$ cat src/rtl/if_stage_dual_if.sv
// if_stage_dual_if: instruction-memory fetch port (PC out, words at PC and PC+1 back)
//   addr   : word address presented to imem (= PC)
//   rdata0 : instruction word at addr
//   rdata1 : instruction word at addr+1, wrapping mod 2^AW
interface if_stage_dual_if #(parameter int AW = 8);
  logic [AW-1:0] addr;
  logic [31:0] rdata0;
  logic [31:0] rdata1;
  modport master(output addr, input rdata0, rdata1);
  modport slave(input addr, output rdata0, rdata1);
endinterface

$ cat src/rtl/if_stage_dual.sv
// if_stage_dual: dual-issue fetch stage with IF/ID register, redirect/flush/stall handling and dual-issue counter
//   clk, btnc_i (async active-low reset), stall_i, flush_i + branch_target_i, jump + jump_dir
//   imem : fetch port, PC out and the two words at PC / PC+1 in
//   IF_ID_type_{i,j,r}, IF_ID_instruction_{i,j,r}, IF_ID_pc_o : registered bundle
//   dual_cnt_o : number of two-instruction bundles loaded
module if_stage_dual #(
  parameter int AW = 8,
  parameter logic [AW-1:0] RESET_PC = '0
) (
  input  logic clk,
  input  logic btnc_i,
  input  logic stall_i,
  input  logic flush_i,
  input  logic [AW-1:0] branch_target_i,
  input  logic jump,
  input  logic [31:0] jump_dir,
  if_stage_dual_if.master imem,
  output logic IF_ID_type_i,
  output logic IF_ID_type_j,
  output logic IF_ID_type_r,
  output logic [31:0] IF_ID_instruction_i,
  output logic [31:0] IF_ID_instruction_j,
  output logic [31:0] IF_ID_instruction_r,
  output logic [AW-1:0] IF_ID_pc_o,
  output logic [31:0] dual_cnt_o
);
  typedef enum logic [1:0] {K_NOP, K_I, K_R, K_J} kind_t;
  function automatic kind_t kind(input logic [31:0] w);
    return w[31:26] == 6'b000010 ? K_J :
           (w[31:26] == 6'b000000 || w[31:26] == 6'b011100) ? (w == 32'd0 ? K_NOP : K_R) :
           (w[31:26] inside {6'b100011, 6'b101011, 6'b000100, 6'b000101}) ? K_I : K_NOP;
  endfunction
  function automatic logic is_br(input logic [31:0] w);
    return w[31:26] inside {6'b000100, 6'b000101};
  endfunction
  // {has_dest, reg}: R writes rd, lw writes rt, everything else writes nothing
  function automatic logic [5:0] dest(input logic [31:0] w);
    return kind(w) == K_R ? {1'b1, w[15:11]} : w[31:26] == 6'b100011 ? {1'b1, w[20:16]} : 6'd0;
  endfunction
  logic [AW-1:0] pc, step;
  logic [31:0] w0, w1, n_wi, n_wj, n_wr;
  kind_t k0, k1;
  logic [5:0] d0, d1;
  logic hazard, dual, solo, iss0, iss1, n_ti, n_tj, n_tr;
  logic unused_jump_hi;
  assign unused_jump_hi = ^jump_dir;
  assign imem.addr = pc;
  always_comb begin
    w0 = imem.rdata0;
    w1 = imem.rdata1;
    k0 = kind(w0);
    k1 = kind(w1);
    d0 = dest(w0);
    d1 = dest(w1);
    hazard = d0[5] && (d0[4:0] == w1[25:21] || d0[4:0] == w1[20:16] || (d1[5] && d1[4:0] == d0[4:0]));
    dual = ((k0 == K_R && k1 == K_I && !is_br(w1)) || (k0 == K_I && !is_br(w0) && k1 == K_R)) && !hazard;
    solo = k0 == K_J || is_br(w0);
    iss0 = k0 != K_NOP;
    iss1 = (k0 == K_NOP && k1 != K_NOP) || dual;
    // single step only when w0 issues alone and w1 is a real instruction still to be fetched
    step = (solo || (iss0 && !dual && k1 != K_NOP)) ? AW'(1) : AW'(2);
    n_ti = (iss0 && k0 == K_I) || (iss1 && k1 == K_I);
    n_tj = (iss0 && k0 == K_J) || (iss1 && k1 == K_J);
    n_tr = (iss0 && k0 == K_R) || (iss1 && k1 == K_R);
    n_wi = (iss0 && k0 == K_I) ? w0 : (iss1 && k1 == K_I) ? w1 : 32'd0;
    n_wj = (iss0 && k0 == K_J) ? w0 : (iss1 && k1 == K_J) ? w1 : 32'd0;
    n_wr = (iss0 && k0 == K_R) ? w0 : (iss1 && k1 == K_R) ? w1 : 32'd0;
  end
  always_ff @(posedge clk or negedge btnc_i) begin
    if (!btnc_i) begin
      pc <= RESET_PC;
      {IF_ID_type_i, IF_ID_type_j, IF_ID_type_r} <= '0;
      {IF_ID_instruction_i, IF_ID_instruction_j, IF_ID_instruction_r} <= '0;
      IF_ID_pc_o <= '0;
      dual_cnt_o <= '0;
    end else if (flush_i || (!stall_i && jump)) begin
      pc <= flush_i ? branch_target_i : jump_dir[AW-1:0];
      {IF_ID_type_i, IF_ID_type_j, IF_ID_type_r} <= '0;
      {IF_ID_instruction_i, IF_ID_instruction_j, IF_ID_instruction_r} <= '0;
      IF_ID_pc_o <= '0;
    end else if (!stall_i) begin
      pc <= pc + step;
      {IF_ID_type_i, IF_ID_type_j, IF_ID_type_r} <= {n_ti, n_tj, n_tr};
      {IF_ID_instruction_i, IF_ID_instruction_j, IF_ID_instruction_r} <= {n_wi, n_wj, n_wr};
      IF_ID_pc_o <= pc;
      dual_cnt_o <= dual_cnt_o + {31'd0, dual};
    end
  end
endmodule

$ cat src/flat_wrapper.sv
// flat-port wrapper written by rule: the top's interface ports become plain ports
module if_stage_dual_flat 
#(
  parameter int AW = 8,
  parameter logic [AW-1:0] RESET_PC = '0
)
  (clk, btnc_i, stall_i, flush_i, branch_target_i, jump, jump_dir, IF_ID_type_i, IF_ID_type_j, IF_ID_type_r, IF_ID_instruction_i, IF_ID_instruction_j, IF_ID_instruction_r, IF_ID_pc_o, dual_cnt_o, imem_addr, imem_rdata0, imem_rdata1);
  if_stage_dual_if #(.AW(AW)) imem_i ();
  input  logic clk;
  input  logic btnc_i;
  input  logic stall_i;
  input  logic flush_i;
  input  logic [AW-1:0] branch_target_i;
  input  logic jump;
  input  logic [31:0] jump_dir;
  output logic IF_ID_type_i;
  output logic IF_ID_type_j;
  output logic IF_ID_type_r;
  output logic [31:0] IF_ID_instruction_i;
  output logic [31:0] IF_ID_instruction_j;
  output logic [31:0] IF_ID_instruction_r;
  output logic [AW-1:0] IF_ID_pc_o;
  output logic [31:0] dual_cnt_o;
  output wire logic [$bits(imem_i.addr)-1:0] imem_addr;
  input wire logic [$bits(imem_i.rdata0)-1:0] imem_rdata0;
  input wire logic [$bits(imem_i.rdata1)-1:0] imem_rdata1;
  assign imem_addr = imem_i.addr;
  assign imem_i.rdata0 = imem_rdata0;
  assign imem_i.rdata1 = imem_rdata1;
  if_stage_dual #(.AW(AW), .RESET_PC(RESET_PC)) u_core (.clk(clk), .btnc_i(btnc_i), .stall_i(stall_i), .flush_i(flush_i), .branch_target_i(branch_target_i), .jump(jump), .jump_dir(jump_dir), .imem(imem_i), .IF_ID_type_i(IF_ID_type_i), .IF_ID_type_j(IF_ID_type_j), .IF_ID_type_r(IF_ID_type_r), .IF_ID_instruction_i(IF_ID_instruction_i), .IF_ID_instruction_j(IF_ID_instruction_j), .IF_ID_instruction_r(IF_ID_instruction_r), .IF_ID_pc_o(IF_ID_pc_o), .dual_cnt_o(dual_cnt_o));
endmodule
$ cat config.mk
export PLATFORM = sky130hd
export DESIGN_NAME = if_stage_dual_flat
export DESIGN_NICKNAME = d
export VERILOG_FILES = /design/src/rtl/if_stage_dual_if.sv /design/src/rtl/if_stage_dual.sv /design/src/flat_wrapper.sv
export SDC_FILE = /design/constraint.sdc
export NUM_CORES = 1
export LEC_CHECK = 0
export CORE_UTILIZATION = 39
export CTS_BUF_LIST = sky130_fd_sc_hd__clkbuf_8
export CTS_CLUSTER_SIZE = 8
export DETAILED_ROUTE_END_ITERATION = 10
export GPL_TIMING_DRIVEN = 0
export PLACE_DENSITY_LB_ADDON = 0.15
export SLEW_MARGIN = 30
export SYNTH_ARGS = -nofsm -noshare
export SYNTH_HDL_FRONTEND = slang
export SYNTH_SLANG_ARGS = --single-unit
$ cat constraint.sdc
create_clock -name clk -period 2.3 [get_ports clk]
set_clock_uncertainty 0.2 [all_clocks]
set_input_delay 0.345 -clock clk [delete_from_list [all_inputs] [get_ports clk]]
set_output_delay 0.345 -clock clk [all_outputs]
set_load 0.1 [all_outputs]
==> flow_summary.yaml <==
run_status:
  status: "complete, but fails checks"
  violations: "design-rule violations, negative hold slack, negative setup slack"
global_routing:
  gr-total-overflow: 0
  grt_usage: 0.259
  grt_max_degree: 80
  antenna_found_initial: 0
  grt_pass1_wl_um: 38600
  grt_pass1_vias: 6812
power:
  pwr_density_cell_mw_per_mm2: 515
  switchingPower_mw: 1.69
  total_leakage_power_nw: 6.84
  swShare: 0.286
  p_int_mw: 4.22
  p_clk_frac: 0.410
  seq_power_share: 0.447
  ir_worst_vdd_mv: 0.334
  pwr-share-comb: 0.143
  p_total_mw: 5.91
logic_synthesis:
  synth_xor_area_frac: 0.0477
  synth_cells: 704
  synth_compound_area_frac: 0.243
  yosysMostFrequentCell: "dfrtp_1"
  async_flop_share: 1.00
  ys_ff_latch: 147
  synthesis.nets: 818
  synth_edf_count: 0
  synth-adder-area-share: 0.00954
  synth_top_cell_by_area: "dfrtp_1"
  yosys.area_share.simple: 0.161
  syn-cell-area_mm2: 0.00734
  synth-warning-count: 0
  ys_types: 70
  synthTopCellsByCount: "147 x dfrtp_1, 92 x nand2_1, 62 x a22o_1"
  avgSynthCellArea_um2: 10.4
  yosys_most_used_dff: "dfrtp_1"
  yosysSeqAreaShare: 0.501
  synthTopCellsByArea: "dfrtp_1 50%, a22o_1 7.4%, a21o_1 6.0%, nand2_1 4.7%, a22oi_1 3.5%"
  synth.top_cell.area_share: 0.501
  muxShareOfSynthArea: 0.00716
  synth_top_family_by_area: "compound AO/OA/AOI/OAI gates"
final_layout:
  fin_cells: 1239
  layout-drive-gt1-share: 0.211
  nets: 1111
  antenna_cells: 0
  syn2layout_area_growth_pct: 56.2
  design_area_mm2: 0.0115
clocking:
  cts-buffers-inserted: 17
  cts_tree: "yes"
  cts_sinks: 147
  cts_root_buf: "clkbuf_8"
  clkTransAtPathRegs_ns: 0.09
  clk_latency_ns: 0.45
  h-tree-depth: 4
  ctsLongestPathBuffers: 2
sta:
  setup-violations-final: 173
  final-hold-violation-count: 1
  setup_slack_ns: -1.81
  period_share: 1.79
  rsz0062_at_grt: "true"
  fin_setup_tns_ns: -124.14
  fmax_ghz: 0.244
  min_period_ns: 4.11
  tightest_slew_ns: 1.03
  drv_slew: 0
  hold_slack_ns: -0.00876
  relSlewSlack: 0.314
setup_path:
  crit_fanout: 8
  crit_path_end_kind: "flop"
  reg2reg_from: "u_core.dual_cnt_o[0]"
  startpoint_type: "input port"
  reg2reg_depth: 13
  worstPathRequired_ns: 2.48
  r2r_setup_slack_ns: -0.09
  worstReg2RegEnd: "u_core.dual_cnt_o[14]"
  path_class: "in2reg"
  worstPathArrival_ns: 4.29
hold_path:
  whs_path_depth: 3
  hp-class: "in2reg"
  hp-start: "imem_rdata1[6]"
  min_to: "u_core.IF_ID_instruction_j[6]"
place:
  hpwl_um: 17100
  dp.cells: 1160
  place_area_mm2: 0.0100
  globalplace.congestion: 0.921
  post-place-ws_ns: -3.42
  io_buffer_count: 226
die:
  design.die.area_mm2: 0.0194
  coreArea_mm2: 0.0182
  die_x_um: 139
  initial_core_util: 0.403
  die_h_um: 139
  io_pins: 256
  rows: 49
route:
  antenna_left: 0
  wl_per_cell_um: 20.1
  vias: 6959
  wl_um: 24900
  dr.pass1.iters: 11
  drtIter0Drc: 456
  route.detailed.drc: 12
  routed_via_density: 5.62
job:
  drv_cap: 0
[how the worst max path moves through the flow]
stage / startpoint / end / slack, ns / cells past startpoint
final: imem_rdata0[31] / u_core.dual_cnt_o[14] / -1.81 / 23
after global routing: imem_rdata0[29] / u_core.dual_cnt_o[30] / -1.87 / 21
after CTS: imem_rdata0[30] / u_core.dual_cnt_o[30] / -1.74 / 21
after detailed placement: imem_rdata1[21] / u_core.dual_cnt_o[29] / -3.42 / 18
after global placement: btnc_i / u_core.IF_ID_instruction_j[11] / -5.52 / 1
after floorplan: imem_rdata0[30] / u_core.dual_cnt_o[30] / -2.21 / 20
[layout by cell type, fill, tap and decap left out, drive strengths merged, types with 34 or more instances in the layout]
cell type	count
buf	63
dlygate4sd2	35
a22o	63
clkdlybuf4s50	68
dfrtp	147
clkbuf	60
nand2	92
dlymetal6s2s	77
a21o	59
a22oi	34
[critical path: stages]
cell	delay [ns]
buf_2	0.16
or4b_4	0.54
a21oi_4	0.15
a211oi_1	0.08
or4_4	0.56
a2111oi_4	0.36
nor3_2	0.12
buf_4	0.17
nand2_4	0.06
o31ai_4	0.07
ha_4	0.18
ha_4	0.15
and2_4	0.15
and4_4	0.19
and3_4	0.16
nor2b_4	0.12
buf_4	0.14
buf_6	0.11
buf_6	0.10
buf_6	0.10
buf_6	0.10
nand2_1	0.07
xnor2_1	0.11
[kinds of logic after synthesis]
| kind of cell | count (synthesis) |
|---|---|
| DFF | 147 |
| buffers and inverters | 51 |
| adders and majority gates | 5 |
| xor gates and xnor gates | 40 |
| and+or+nand+nor | 231 |
| AOI/OAI and AO/OA | 225 |
| muxes | 5 |
[through the flow]
step / hold slack, ns / util
after floorplan: -0.151 / -
after global placement: 0.257 / 0.550
after detailed placement: 0.150 / 0.552
after CTS: 0.0501 / 0.610
after global routing: -0.00235 / 0.630
final: -0.00876 / 0.630
[area by class of cell]
class	count	area [um2]
plain buffers	40	206
clock buffers	18	248
clock inverters	14	225
fillers	1482	6740
inverters	10	37.5
multi-input cells	506	3970
flip-flops and latches	147	3680
well taps	229	287
repair buffers	275	2810
[power by group through the flow]
| stage | sequential (mW) | combinational [mW] | clock (mW) |
|---|---|---|---|
| 6_report | 2.64 | 0.843 | 2.42 |
| 5_1_grt | 2.65 | 0.890 | 2.58 |
| 3_3_place_gp | 2.70 | 0.801 | 0 |
| 2_1_floorplan | 2.90 | 0.195 | 0 |
| 3_5_place_dp | 2.69 | 0.809 | 0 |
| 4_1_cts | 2.64 | 0.832 | 2.48 |
[sequential cells by signal (all words and copies together), names as in the netlist]
| name | count |
|---|---|
| u_core.IF_ID_instruction_r | 32 |
| u_core.IF_ID_instruction_j | 32 |
| u_core.IF_ID_instruction_i | 32 |
| u_core.dual_cnt_o | 32 |
| u_core.IF_ID_type_r | 1 |
| u_core.IF_ID_pc_o | 8 |
| u_core.IF_ID_type_j | 1 |
| u_core.imem.addr | 8 |
| u_core.IF_ID_type_i | 1 |
[layer usage]
metal | wire length [um] | global-route usage
met1 | 11300 | 0.360
met2 | 11700 | 0.400
met3 | 1550 | 0.0604
met4 | 407 | 0.0760
met5 | 0 | 0
[timing repair]
item	CTS	global route
gates cloned	1	0
setup buffers	35	9
resized for setup	226	126
pin swaps	38	34
hold buffers	1	2
endpoints found under the setup margin	283	261
endpoints found under the hold margin	68	3
(Power assumes the default switching activity.)
